**config.mk**
```make
export PLATFORM = sky130hd
export DESIGN_NAME = usb_in_ep_buffer_flat
export DESIGN_NICKNAME = d
export VERILOG_FILES = /design/src/rtl/usb_in_ep_if.sv /design/src/rtl/usb_in_ep_buffer.sv /design/src/flat_wrapper.sv
export SDC_FILE = /design/constraint.sdc
export NUM_CORES = 1
export LEC_CHECK = 0
export ABC_AREA = 1
export BUFFER_PORTS_ARGS = -buffer_cell sky130_fd_sc_hd__buf_2
export CAP_MARGIN = 0
export CORE_UTILIZATION = 55
export DETAILED_ROUTE_END_ITERATION = 8
export HOLD_SLACK_MARGIN = 0.08
export PLACE_DENSITY = 0.72
export SETUP_SLACK_MARGIN = 0.2
export SLEW_MARGIN = 10
export SYNTH_ARGS = -nofsm -noshare
export SYNTH_HDL_FRONTEND = slang
export SYNTH_SLANG_ARGS = --single-unit
```
**constraint.sdc**
```tcl
create_clock -name clk -period 2.35 [get_ports clk]
set_clock_uncertainty 0.1 [all_clocks]
set_input_delay 0.235 -clock clk [delete_from_list [all_inputs] [get_ports clk]]
set_output_delay 0.235 -clock clk [all_outputs]
set_load 0.05 [all_outputs]
```
**src/rtl/usb_in_ep_if.sv**
```systemverilog
// Client write port and SIE read port of one USB IN endpoint buffer.
// The client/SIE side uses the master modport; the buffer uses the slave modport.
interface usb_in_ep_if #(
  parameter int MAX_PKT = 32,
  parameter int ADDR_W  = 5
) ();
  logic              in_ep_req;
  logic              in_ep_grant;
  logic              in_ep_data_free;
  logic              in_ep_data_put;
  logic [7:0]        in_ep_data;
  logic              in_ep_data_done;
  logic              in_ep_stall;
  logic              in_ep_acked;
  logic              tx_pkt_ready;
  logic [ADDR_W:0]   tx_pkt_len;
  logic [ADDR_W-1:0] tx_rd_addr;
  logic [7:0]        tx_rd_data;
  logic              tx_pkt_ack;
  logic              tx_toggle_clr;
  logic              tx_data_pid;
  logic              tx_stall;

  modport master (
    output in_ep_req, in_ep_data_put, in_ep_data, in_ep_data_done, in_ep_stall,
           tx_rd_addr, tx_pkt_ack, tx_toggle_clr,
    input  in_ep_grant, in_ep_data_free, in_ep_acked, tx_pkt_ready, tx_pkt_len,
           tx_rd_data, tx_data_pid, tx_stall
  );

  modport slave (
    input  in_ep_req, in_ep_data_put, in_ep_data, in_ep_data_done, in_ep_stall,
           tx_rd_addr, tx_pkt_ack, tx_toggle_clr,
    output in_ep_grant, in_ep_data_free, in_ep_acked, tx_pkt_ready, tx_pkt_len,
           tx_rd_data, tx_data_pid, tx_stall
  );
endinterface

```
**src/rtl/usb_in_ep_buffer.sv**
```systemverilog
// USB IN endpoint packet buffer: collects client bytes into packets for the SIE and tracks DATA0/1.
// Define USB_IN_EP_PINGPONG_EN for two alternating buffers; otherwise a single buffer is used.
module usb_in_ep_buffer #(
  parameter int MAX_PKT = 32,
  parameter int ADDR_W  = 5
) (
  input  logic       clk,
  input  logic       reset_n,
  usb_in_ep_if.slave bus
);
  localparam logic [1:0] ST_FREE    = 2'd0;
  localparam logic [1:0] ST_FILLING = 2'd1;
  localparam logic [1:0] ST_READY   = 2'd2;

  localparam logic [ADDR_W:0] CNT_MAX  = (ADDR_W+1)'(MAX_PKT);
  localparam logic [ADDR_W:0] CNT_LAST = (ADDR_W+1)'(MAX_PKT - 1);
  localparam logic [ADDR_W:0] CNT_ONE  = (ADDR_W+1)'(1);

`ifdef USB_IN_EP_PINGPONG_EN
  localparam int RAM_AW = ADDR_W + 1;
`else
  localparam int RAM_AW = ADDR_W;
`endif

  logic [7:0]        mem [2**RAM_AW];
  logic [1:0]        st  [2];
  logic [ADDR_W:0]   cnt [2];
  logic              wbuf, rbuf;
  logic              toggle, grant, acked, stall;
  logic [7:0]        rd_data;
  logic              wr_open, data_free, put_acc, close_pkt, ack_acc;
  logic [RAM_AW-1:0] waddr, raddr;

  assign wr_open   = (st[wbuf] != ST_READY);
  assign data_free = grant && wr_open && (cnt[wbuf] < CNT_MAX);
  assign put_acc   = bus.in_ep_data_put && data_free;
  // A byte landing in the last slot closes the packet even without data_done.
  assign close_pkt = (grant && bus.in_ep_data_done && wr_open) ||
                     (put_acc && (cnt[wbuf] == CNT_LAST));
  assign ack_acc   = bus.tx_pkt_ack && (st[rbuf] == ST_READY);

`ifdef USB_IN_EP_PINGPONG_EN
  assign waddr = {wbuf, cnt[wbuf][ADDR_W-1:0]};
  assign raddr = {rbuf, bus.tx_rd_addr};

  always_ff @(posedge clk or negedge reset_n) begin
    if (!reset_n) begin
      wbuf <= 1'b0;
      rbuf <= 1'b0;
    end else begin
      if (close_pkt) wbuf <= ~wbuf;
      if (ack_acc)   rbuf <= ~rbuf;
    end
  end
`else
  assign wbuf  = 1'b0;
  assign rbuf  = 1'b0;
  assign waddr = cnt[wbuf][ADDR_W-1:0];
  assign raddr = bus.tx_rd_addr;
`endif

  always_ff @(posedge clk) begin
    if (put_acc) mem[waddr] <= bus.in_ep_data;
  end

  always_ff @(posedge clk or negedge reset_n) begin
    if (!reset_n) rd_data <= '0;
    else          rd_data <= mem[raddr];
  end

  // Ack and close never target the same buffer: close needs it open, ack needs it READY.
  always_ff @(posedge clk or negedge reset_n) begin
    if (!reset_n) begin
      for (int i = 0; i < 2; i++) begin
        st[i]  <= ST_FREE;
        cnt[i] <= '0;
      end
      toggle <= 1'b0;
      grant  <= 1'b0;
      acked  <= 1'b0;
      stall  <= 1'b0;
    end else begin
      grant <= bus.in_ep_req;
      stall <= bus.in_ep_stall;
      acked <= ack_acc;
      if (put_acc) begin
        cnt[wbuf] <= cnt[wbuf] + CNT_ONE;
        st[wbuf]  <= ST_FILLING;
      end
      if (close_pkt) st[wbuf] <= ST_READY;
      if (ack_acc) begin
        st[rbuf]  <= ST_FREE;
        cnt[rbuf] <= '0;
      end
      if (bus.tx_toggle_clr) toggle <= 1'b0;
      else if (ack_acc)      toggle <= ~toggle;
    end
  end

  assign bus.in_ep_grant     = grant;
  assign bus.in_ep_data_free = data_free;
  assign bus.in_ep_acked     = acked;
  assign bus.tx_pkt_ready    = (st[rbuf] == ST_READY);
  assign bus.tx_pkt_len      = cnt[rbuf];
  assign bus.tx_rd_data      = rd_data;
  assign bus.tx_data_pid     = toggle;
  assign bus.tx_stall        = stall;
endmodule

```
**src/flat_wrapper.sv**
```systemverilog
// flat-port wrapper written by rule: the top's interface ports become plain ports
module usb_in_ep_buffer_flat 
#(
  parameter int MAX_PKT = 32,
  parameter int ADDR_W  = 5
)
  (clk, reset_n, bus_in_ep_req, bus_in_ep_data_put, bus_in_ep_data, bus_in_ep_data_done, bus_in_ep_stall, bus_tx_rd_addr, bus_tx_pkt_ack, bus_tx_toggle_clr, bus_in_ep_grant, bus_in_ep_data_free, bus_in_ep_acked, bus_tx_pkt_ready, bus_tx_pkt_len, bus_tx_rd_data, bus_tx_data_pid, bus_tx_stall);
  usb_in_ep_if #(.MAX_PKT(MAX_PKT), .ADDR_W(ADDR_W)) bus_i ();
  input  logic clk;
  input  logic reset_n;
  input wire logic [$bits(bus_i.in_ep_req)-1:0] bus_in_ep_req;
  input wire logic [$bits(bus_i.in_ep_data_put)-1:0] bus_in_ep_data_put;
  input wire logic [$bits(bus_i.in_ep_data)-1:0] bus_in_ep_data;
  input wire logic [$bits(bus_i.in_ep_data_done)-1:0] bus_in_ep_data_done;
  input wire logic [$bits(bus_i.in_ep_stall)-1:0] bus_in_ep_stall;
  input wire logic [$bits(bus_i.tx_rd_addr)-1:0] bus_tx_rd_addr;
  input wire logic [$bits(bus_i.tx_pkt_ack)-1:0] bus_tx_pkt_ack;
  input wire logic [$bits(bus_i.tx_toggle_clr)-1:0] bus_tx_toggle_clr;
  output wire logic [$bits(bus_i.in_ep_grant)-1:0] bus_in_ep_grant;
  output wire logic [$bits(bus_i.in_ep_data_free)-1:0] bus_in_ep_data_free;
  output wire logic [$bits(bus_i.in_ep_acked)-1:0] bus_in_ep_acked;
  output wire logic [$bits(bus_i.tx_pkt_ready)-1:0] bus_tx_pkt_ready;
  output wire logic [$bits(bus_i.tx_pkt_len)-1:0] bus_tx_pkt_len;
  output wire logic [$bits(bus_i.tx_rd_data)-1:0] bus_tx_rd_data;
  output wire logic [$bits(bus_i.tx_data_pid)-1:0] bus_tx_data_pid;
  output wire logic [$bits(bus_i.tx_stall)-1:0] bus_tx_stall;
  assign bus_i.in_ep_req = bus_in_ep_req;
  assign bus_i.in_ep_data_put = bus_in_ep_data_put;
  assign bus_i.in_ep_data = bus_in_ep_data;
  assign bus_i.in_ep_data_done = bus_in_ep_data_done;
  assign bus_i.in_ep_stall = bus_in_ep_stall;
  assign bus_i.tx_rd_addr = bus_tx_rd_addr;
  assign bus_i.tx_pkt_ack = bus_tx_pkt_ack;
  assign bus_i.tx_toggle_clr = bus_tx_toggle_clr;
  assign bus_in_ep_grant = bus_i.in_ep_grant;
  assign bus_in_ep_data_free = bus_i.in_ep_data_free;
  assign bus_in_ep_acked = bus_i.in_ep_acked;
  assign bus_tx_pkt_ready = bus_i.tx_pkt_ready;
  assign bus_tx_pkt_len = bus_i.tx_pkt_len;
  assign bus_tx_rd_data = bus_i.tx_rd_data;
  assign bus_tx_data_pid = bus_i.tx_data_pid;
  assign bus_tx_stall = bus_i.tx_stall;
  usb_in_ep_buffer #(.MAX_PKT(MAX_PKT), .ADDR_W(ADDR_W)) u_core (.clk(clk), .reset_n(reset_n), .bus(bus_i));
endmodule
```
## Word level (Yosys, flattened, before mapping)

Memories as Yosys holds them, arrays and structs flattened. A register that Yosys moved wholly into a read port is not among the register bits.
Cells that the tools add are included.

- Register bits after elaboration: 20
- RAM bits: 256
- Output and inout bits: 20
- Memories kept: 1

Memory list:

| name | depth | bits a word | read ports | clocked after Yosys merged registers in | write ports | RTL line | RTL |
|---|---|---|---|---|---|---|---|
| u_core.mem | 32 | 8 | 1 | 1 | 1 | usb_in_ep_buffer.sv:25 | `logic [7:0] mem [2**RAM_AW];` |

- Add/subtract/negate cells: 1
- Order comparisons: 1
- Eq/ne operators: 3
- Multiplexer cells: 9
- Bitwise gates (word level): 1
- Reduce and logical (&&, ||, !) cells: 12

Operators by type and width:

| kind | count |
|---|---|
| two-way mux 12 bit | 2 |
| two-way mux 4 bit | 3 |
| logical AND 1 bit | 7 |
| adder 6 x 1 -> 6 bit, second input constant | 1 |
| equality test 6 x 5 -> 1 bit, second input constant | 1 |
| < comparator 6 bit, second input constant | 1 |
| two-way mux 1 bit | 4 |
| nonzero test 2 bit | 2 |
| nonzero test 3 bit | 1 |
| equality test 2 bit, second input constant | 1 |
| inequality test 2 bit, second input constant | 1 |
| logical NOT 1 bit | 1 |
| logical OR 1 bit | 1 |
| inverter 1 bit | 1 |

## Longest topological paths before layout

- Depth after elaboration: 8
- Depth in mapped cells: 11

## Worst setup path before layout

OpenSTA, ideal clock, no wires.

- Kind: reg2reg
- Start: register u_core.grant (netlist: u_core.bus.in_ep_grant)
- End: memory u_core.mem[23][0], enable pin
- Library setup time: 0.383 ns
- Arrival time: 1.863 ns
- Required time: 1.867 ns
- Setup slack: 0.004 ns
- Cell stages (with the launch flop): 5
- Cell sequence: dfrtp_1 > nand4_1 > nor2_1 > nand2_1 > nor3_1

- Word-level cells in the longest chain between the ends: 5

RTL lines:

| what | RTL line | RTL |
|---|---|---|
| start, declared | usb_in_ep_buffer.sv:29 | `logic toggle, grant, acked, stall;` |
| start signal, assigned | usb_in_ep_buffer.sv:83 | `grant <= bus.in_ep_req;` |
| logical AND 1 bit (2 in a row) | usb_in_ep_buffer.sv:35 | `assign data_free = grant && wr_open && (cnt[wbuf] < CNT_MAX);` |
| logical AND 1 bit | usb_in_ep_buffer.sv:36 | `assign put_acc = bus.in_ep_data_put && data_free;` |
| two-way mux 1 bit | usb_in_ep_buffer.sv:63 | `if (put_acc) mem[waddr] <= bus.in_ep_data;` |
| two-way mux 1 bit (not written as such) | usb_in_ep_buffer.sv:63 |  |
| end, declared | usb_in_ep_buffer.sv:25 |  |

No other way between the ends.

## Worst setup path after layout

- Start: register u_core.st[3] (netlist name)
- End: memory u_core.mem[23][7], enable pin

- Word-level cells in the longest chain between the ends: 6

RTL lines:

| what | RTL line | RTL |
|---|---|---|
| start, declared | usb_in_ep_buffer.sv:26 | `logic [1:0] st [2];` |
| start signal, assigned by index | usb_in_ep_buffer.sv:75 | `st[i] <= ST_FREE;` |
| start signal, assigned by index | usb_in_ep_buffer.sv:88 | `st[wbuf] <= ST_FILLING;` |
| start signal, assigned by index | usb_in_ep_buffer.sv:90 | `if (close_pkt) st[wbuf] <= ST_READY;` |
| inequality test 2 bit | usb_in_ep_buffer.sv:34 | `assign wr_open = (st[wbuf] != ST_READY);` |
| logical AND 1 bit (2 in a row) | usb_in_ep_buffer.sv:35 |  |
| logical AND 1 bit | usb_in_ep_buffer.sv:36 |  |
| two-way mux 1 bit | usb_in_ep_buffer.sv:63 |  |
| two-way mux 1 bit (not written as such) | usb_in_ep_buffer.sv:63 |  |

No other way between the ends.

==> metrics.md <==
| Metric | Value |
|---|---|
| Status | `finished clean` |
| Fin. Hold Viols | `0` |
| Clk network pwr share | `0.373` |
| Family with the most delay on the worst path | `simple AND/OR/NAND/NOR gates` |
| Class of the worst hold path | `in2reg` |
| Synth Warn # | `0` |
| DR pass1 iterations | `5` |
| Total wire length | `26,400 um` |
| Initial Utilization | `0.570` |
| Congestion Overflow GR | `0` |
| Cells along the critical path | `nand2_1, nand4_1, buf_4, nor2_1, nand2_1, nor3_1, buf_4` |
| Logic pwr share | `0.111` |
| Clk_lat worst skew | `0.53 ns` |
| Setup TNS | `0 ns` |
| Tmin final | `1.93 ns` |
| Critical Path RT | `2.48 ns` |
| Syn nets | `1,004` |
| Sequential cell fraction of total power | `0.516` |
| Via count | `7,519` |
| Largest area contributor in the netlist | `edfxtp_1` |
| WP buf/inv | `2` |
| LEAKAGE | `4.93 nW` |
| Routed Antenna Nets | `0` |
| Yosys reg bits | `276` |
| Pin count of the biggest net entering global routing | `129` |
| Synth area leaders | `edfxtp_1 (68%), nand2_1 (13%), nand3_1 (8.9%)` |
| Seq/Total Area, Yosys | `0.728` |
| Crit-path max cell delay | `0.37 ns` |
| GP Congestion | `0.876` |
| Power Density | `846 nW/um2` |
| Slowest cell on crit path | `dfrtp_1` |
| Slew Limit Fails | `0` |
| Critical path peak fanout | `8` |
| Synthesized area | `11,200 um2` |
| Worst EP arrival | `2.06 ns` |
| Worst-path clk slew | `0.06 ns` |
| P_int | `0.00807 W` |
| Area Overhead vs Synth | `13.7%` |
| # placed instances | `1,277` |
| Row count | `51` |
| Die area | `21,000 um2` |
| Library cells used by synthesis | `19` |
| Fin util | `0.648` |
| Fin nets | `1,073` |
| Core Region | `19,700 um2` |
| Top Ports | `41` |
| CP endpoint kind | `flip-flop` |
| First-pass GRT wire length | `40,500 um` |
| Non-Filler Instances | `1,334` |
| Avg Vias per Cell | `5.64` |
| CTS Buf Count | `27` |
| Initial antenna violation count | `0` |
| Fraction of layout cells with a size suffix above 1 | `0.121` |
| Synth top area share | `0.684` |
| Tcrit/Tclk final | `0.820` |
| CTS tree | `yes` |
| Dpl hpwl | `15,100 um` |
| Port Buffer Count | `40` |
| Max VDD drop | `733 uV` |
| Worst Tran Pin Value | `0.792 ns` |
| Type of origin of the critical path | `flip-flop` |
| Post-CTS Setup Bufs | `0` |
| Max cap viols | `0` |
| Post-Syn Instances | `979` |
| Total clock sinks | `276` |
| Mapped Avg Cell Area | `11.5 um2` |
| Die span in y | `145 um` |
| All-Layer GR Usage | `0.254` |
| Worst Setup Path Type | `reg2reg` |
| Fmax | `0.519 GHz` |
| Wirelength per Cell | `19.8 um` |
| Switching Share | `0.253` |
| Initial DRC count | `876` |
| Clock root buffer | `clkbuf_16` |
| H-tree depth | `1` |
| Die width | `145 um` |
| Drt drc | `0` |
| Max clock buf depth | `3` |
| Vias in the first global route | `7,233` |
| Final setup vio count | `0` |
| P_sw | `0.00274 W` |
| RSZ-0062 raised after global routing | `no` |
| Slew margin rel. | `0.472` |
[cell usage after synthesis, drive strengths merged]
| master | n |
|---|---|
| a21oi | 4 |
| a31oi | 1 |
| buf | 45 |
| clkbuf | 7 |
| dfrtp | 20 |
| edfxtp | 256 |
| ha | 4 |
| inv | 21 |
| nand2 | 375 |
| nand3 | 201 |
| nand4 | 1 |
| nor2 | 34 |
| nor3 | 5 |
| o21a | 1 |
| o21ai | 4 |
[layout by cell type, fill, tap and decap left out]
cell and n:
buf_12 4, o21ai_0 4, dlygate4sd3_1 7, o21a_1 1
nand2_2 1, buf_2 39, a21oi_1 4, a31oi_1 1
clkinv_8 1, clkbuf_1 6, dfrtp_1 20, nand4_1 1
clkinvlp_4 3, diode_2 1, clkbuf_16 27, ha_1 4
clkinv_1 2, inv_1 19, inv_2 1, inv_4 1
buf_4 42, nor3_1 5, edfxtp_1 256, clkinv_2 5
nor2_1 34, nand2_1 374, clkbuf_8 5, nand3_1 201
[sequential cells by signal (all words and copies together) (netlist names)]
name and count:
u_core.bus.in_ep_acked 1, u_core.st 2, u_core.bus.tx_stall 1, u_core.bus.tx_rd_data 8, u_core.bus.tx_data_pid 1, u_core.bus.in_ep_grant 1
u_core.mem 256, u_core.cnt 6
[through the flow]
| stage | instance area, um2 | worst slack (ns) | hold WS, ns | power, W |
|---|---|---|---|---|
| 2_1_floorplan | 11200 | 0.00395 | -0.161 | 0.00642 |
| 3_3_place_gp | 11900 | 0.447 | 0.134 | 0.00684 |
| 3_5_place_dp | 11900 | 0.349 | 0.132 | 0.00685 |
| 4_1_cts | 12800 | 0.313 | 0.0839 | 0.0108 |
| 5_1_grt | 12800 | 0.264 | 0.141 | 0.0111 |
| 6_report | 12800 | 0.424 | 0.100 | 0.0108 |
[cell type report]
type | count | area [um2]
inverters | 21 | 81.3
flip-flops and latches | 276 | 8190
clock buffers | 38 | 767
well taps | 265 | 332
multi-input cells | 630 | 2680
repair buffers | 92 | 661
diodes | 1 | 2.50
fillers | 1441 | 6940
clock inverters | 11 | 71.3
[cells by family (layout without fill, tap and decap cells)]
group                      Yosys count  in the layout  synth area share
DFF                                276            276             0.728
buffers and inverters               73            162            0.0335
AOI/OAI and AO/OA                   10             10           0.00479
other                                0              1                 0
adders and majority gates            4              4           0.00445
and+or+nand+nor                    616            616             0.229
[tightest hold or removal path: stages]
cell and delay (ns):
buf_2 0.21, nand2_1 0.11, nand2_1 0.05, nand2_1 0.05
nand2_1 0.04
[repair_timing]
action / 4_1_cts / 5_1_grt
setup endpoints to repair: 0 / 24
endpoints found under the hold margin: 34 / 0
gates resized for setup: 0 / 1
hold buffers: 7 / 0
[power groups by stage]
stage          sequential (W)  combinational [W]  clock, W
2_1_floorplan         0.00585           0.000571         0
3_3_place_gp          0.00568            0.00116         0
3_5_place_dp          0.00568            0.00117         0
4_1_cts               0.00558            0.00119   0.00406
5_1_grt               0.00559            0.00131   0.00423
6_report              0.00558            0.00120   0.00403
[final timing paths]
| check | from | to | slack [ns] | cells past startpoint |
|---|---|---|---|---|
| max reg2reg | u_core.st[3]$_DFFE_PN0P_ | u_core.mem[23][7]$_DFFE_PP_ | 0.42 | 7 |
| max | u_core.st[3]$_DFFE_PN0P_ | u_core.mem[23][7]$_DFFE_PP_ | 0.42 | 7 |
| min reg2reg | u_core.st[3]$_DFFE_PN0P_ | u_core.st[3]$_DFFE_PN0P_ | 0.47 | 2 |
| min in group asynchronous | reset_n | u_core.bus.tx_stall$_DFF_PN0_ | 0.14 | 2 |
| min | bus_tx_rd_addr[3] | u_core.bus.tx_rd_data[1]$_DFF_PN0_ | 0.10 | 5 |
| max in group asynchronous | reset_n | u_core.bus.tx_rd_data[0]$_DFF_PN0_ | 1.64 | 2 |
[routing by layer]
| metal | global-route usage | vias to the layer above | share of wire |
|---|---|---|---|
| li1 | - | 3512 | - |
| met1 | 0.360 | 3593 | 0.42 |
| met2 | 0.405 | 351 | 0.47 |
| met3 | 0.0365 | 63 | 0.079 |
| met4 | 0.0899 | 0 | 0.027 |
| met5 | 0 | - | 0 |
(Power assumes the default switching activity.)
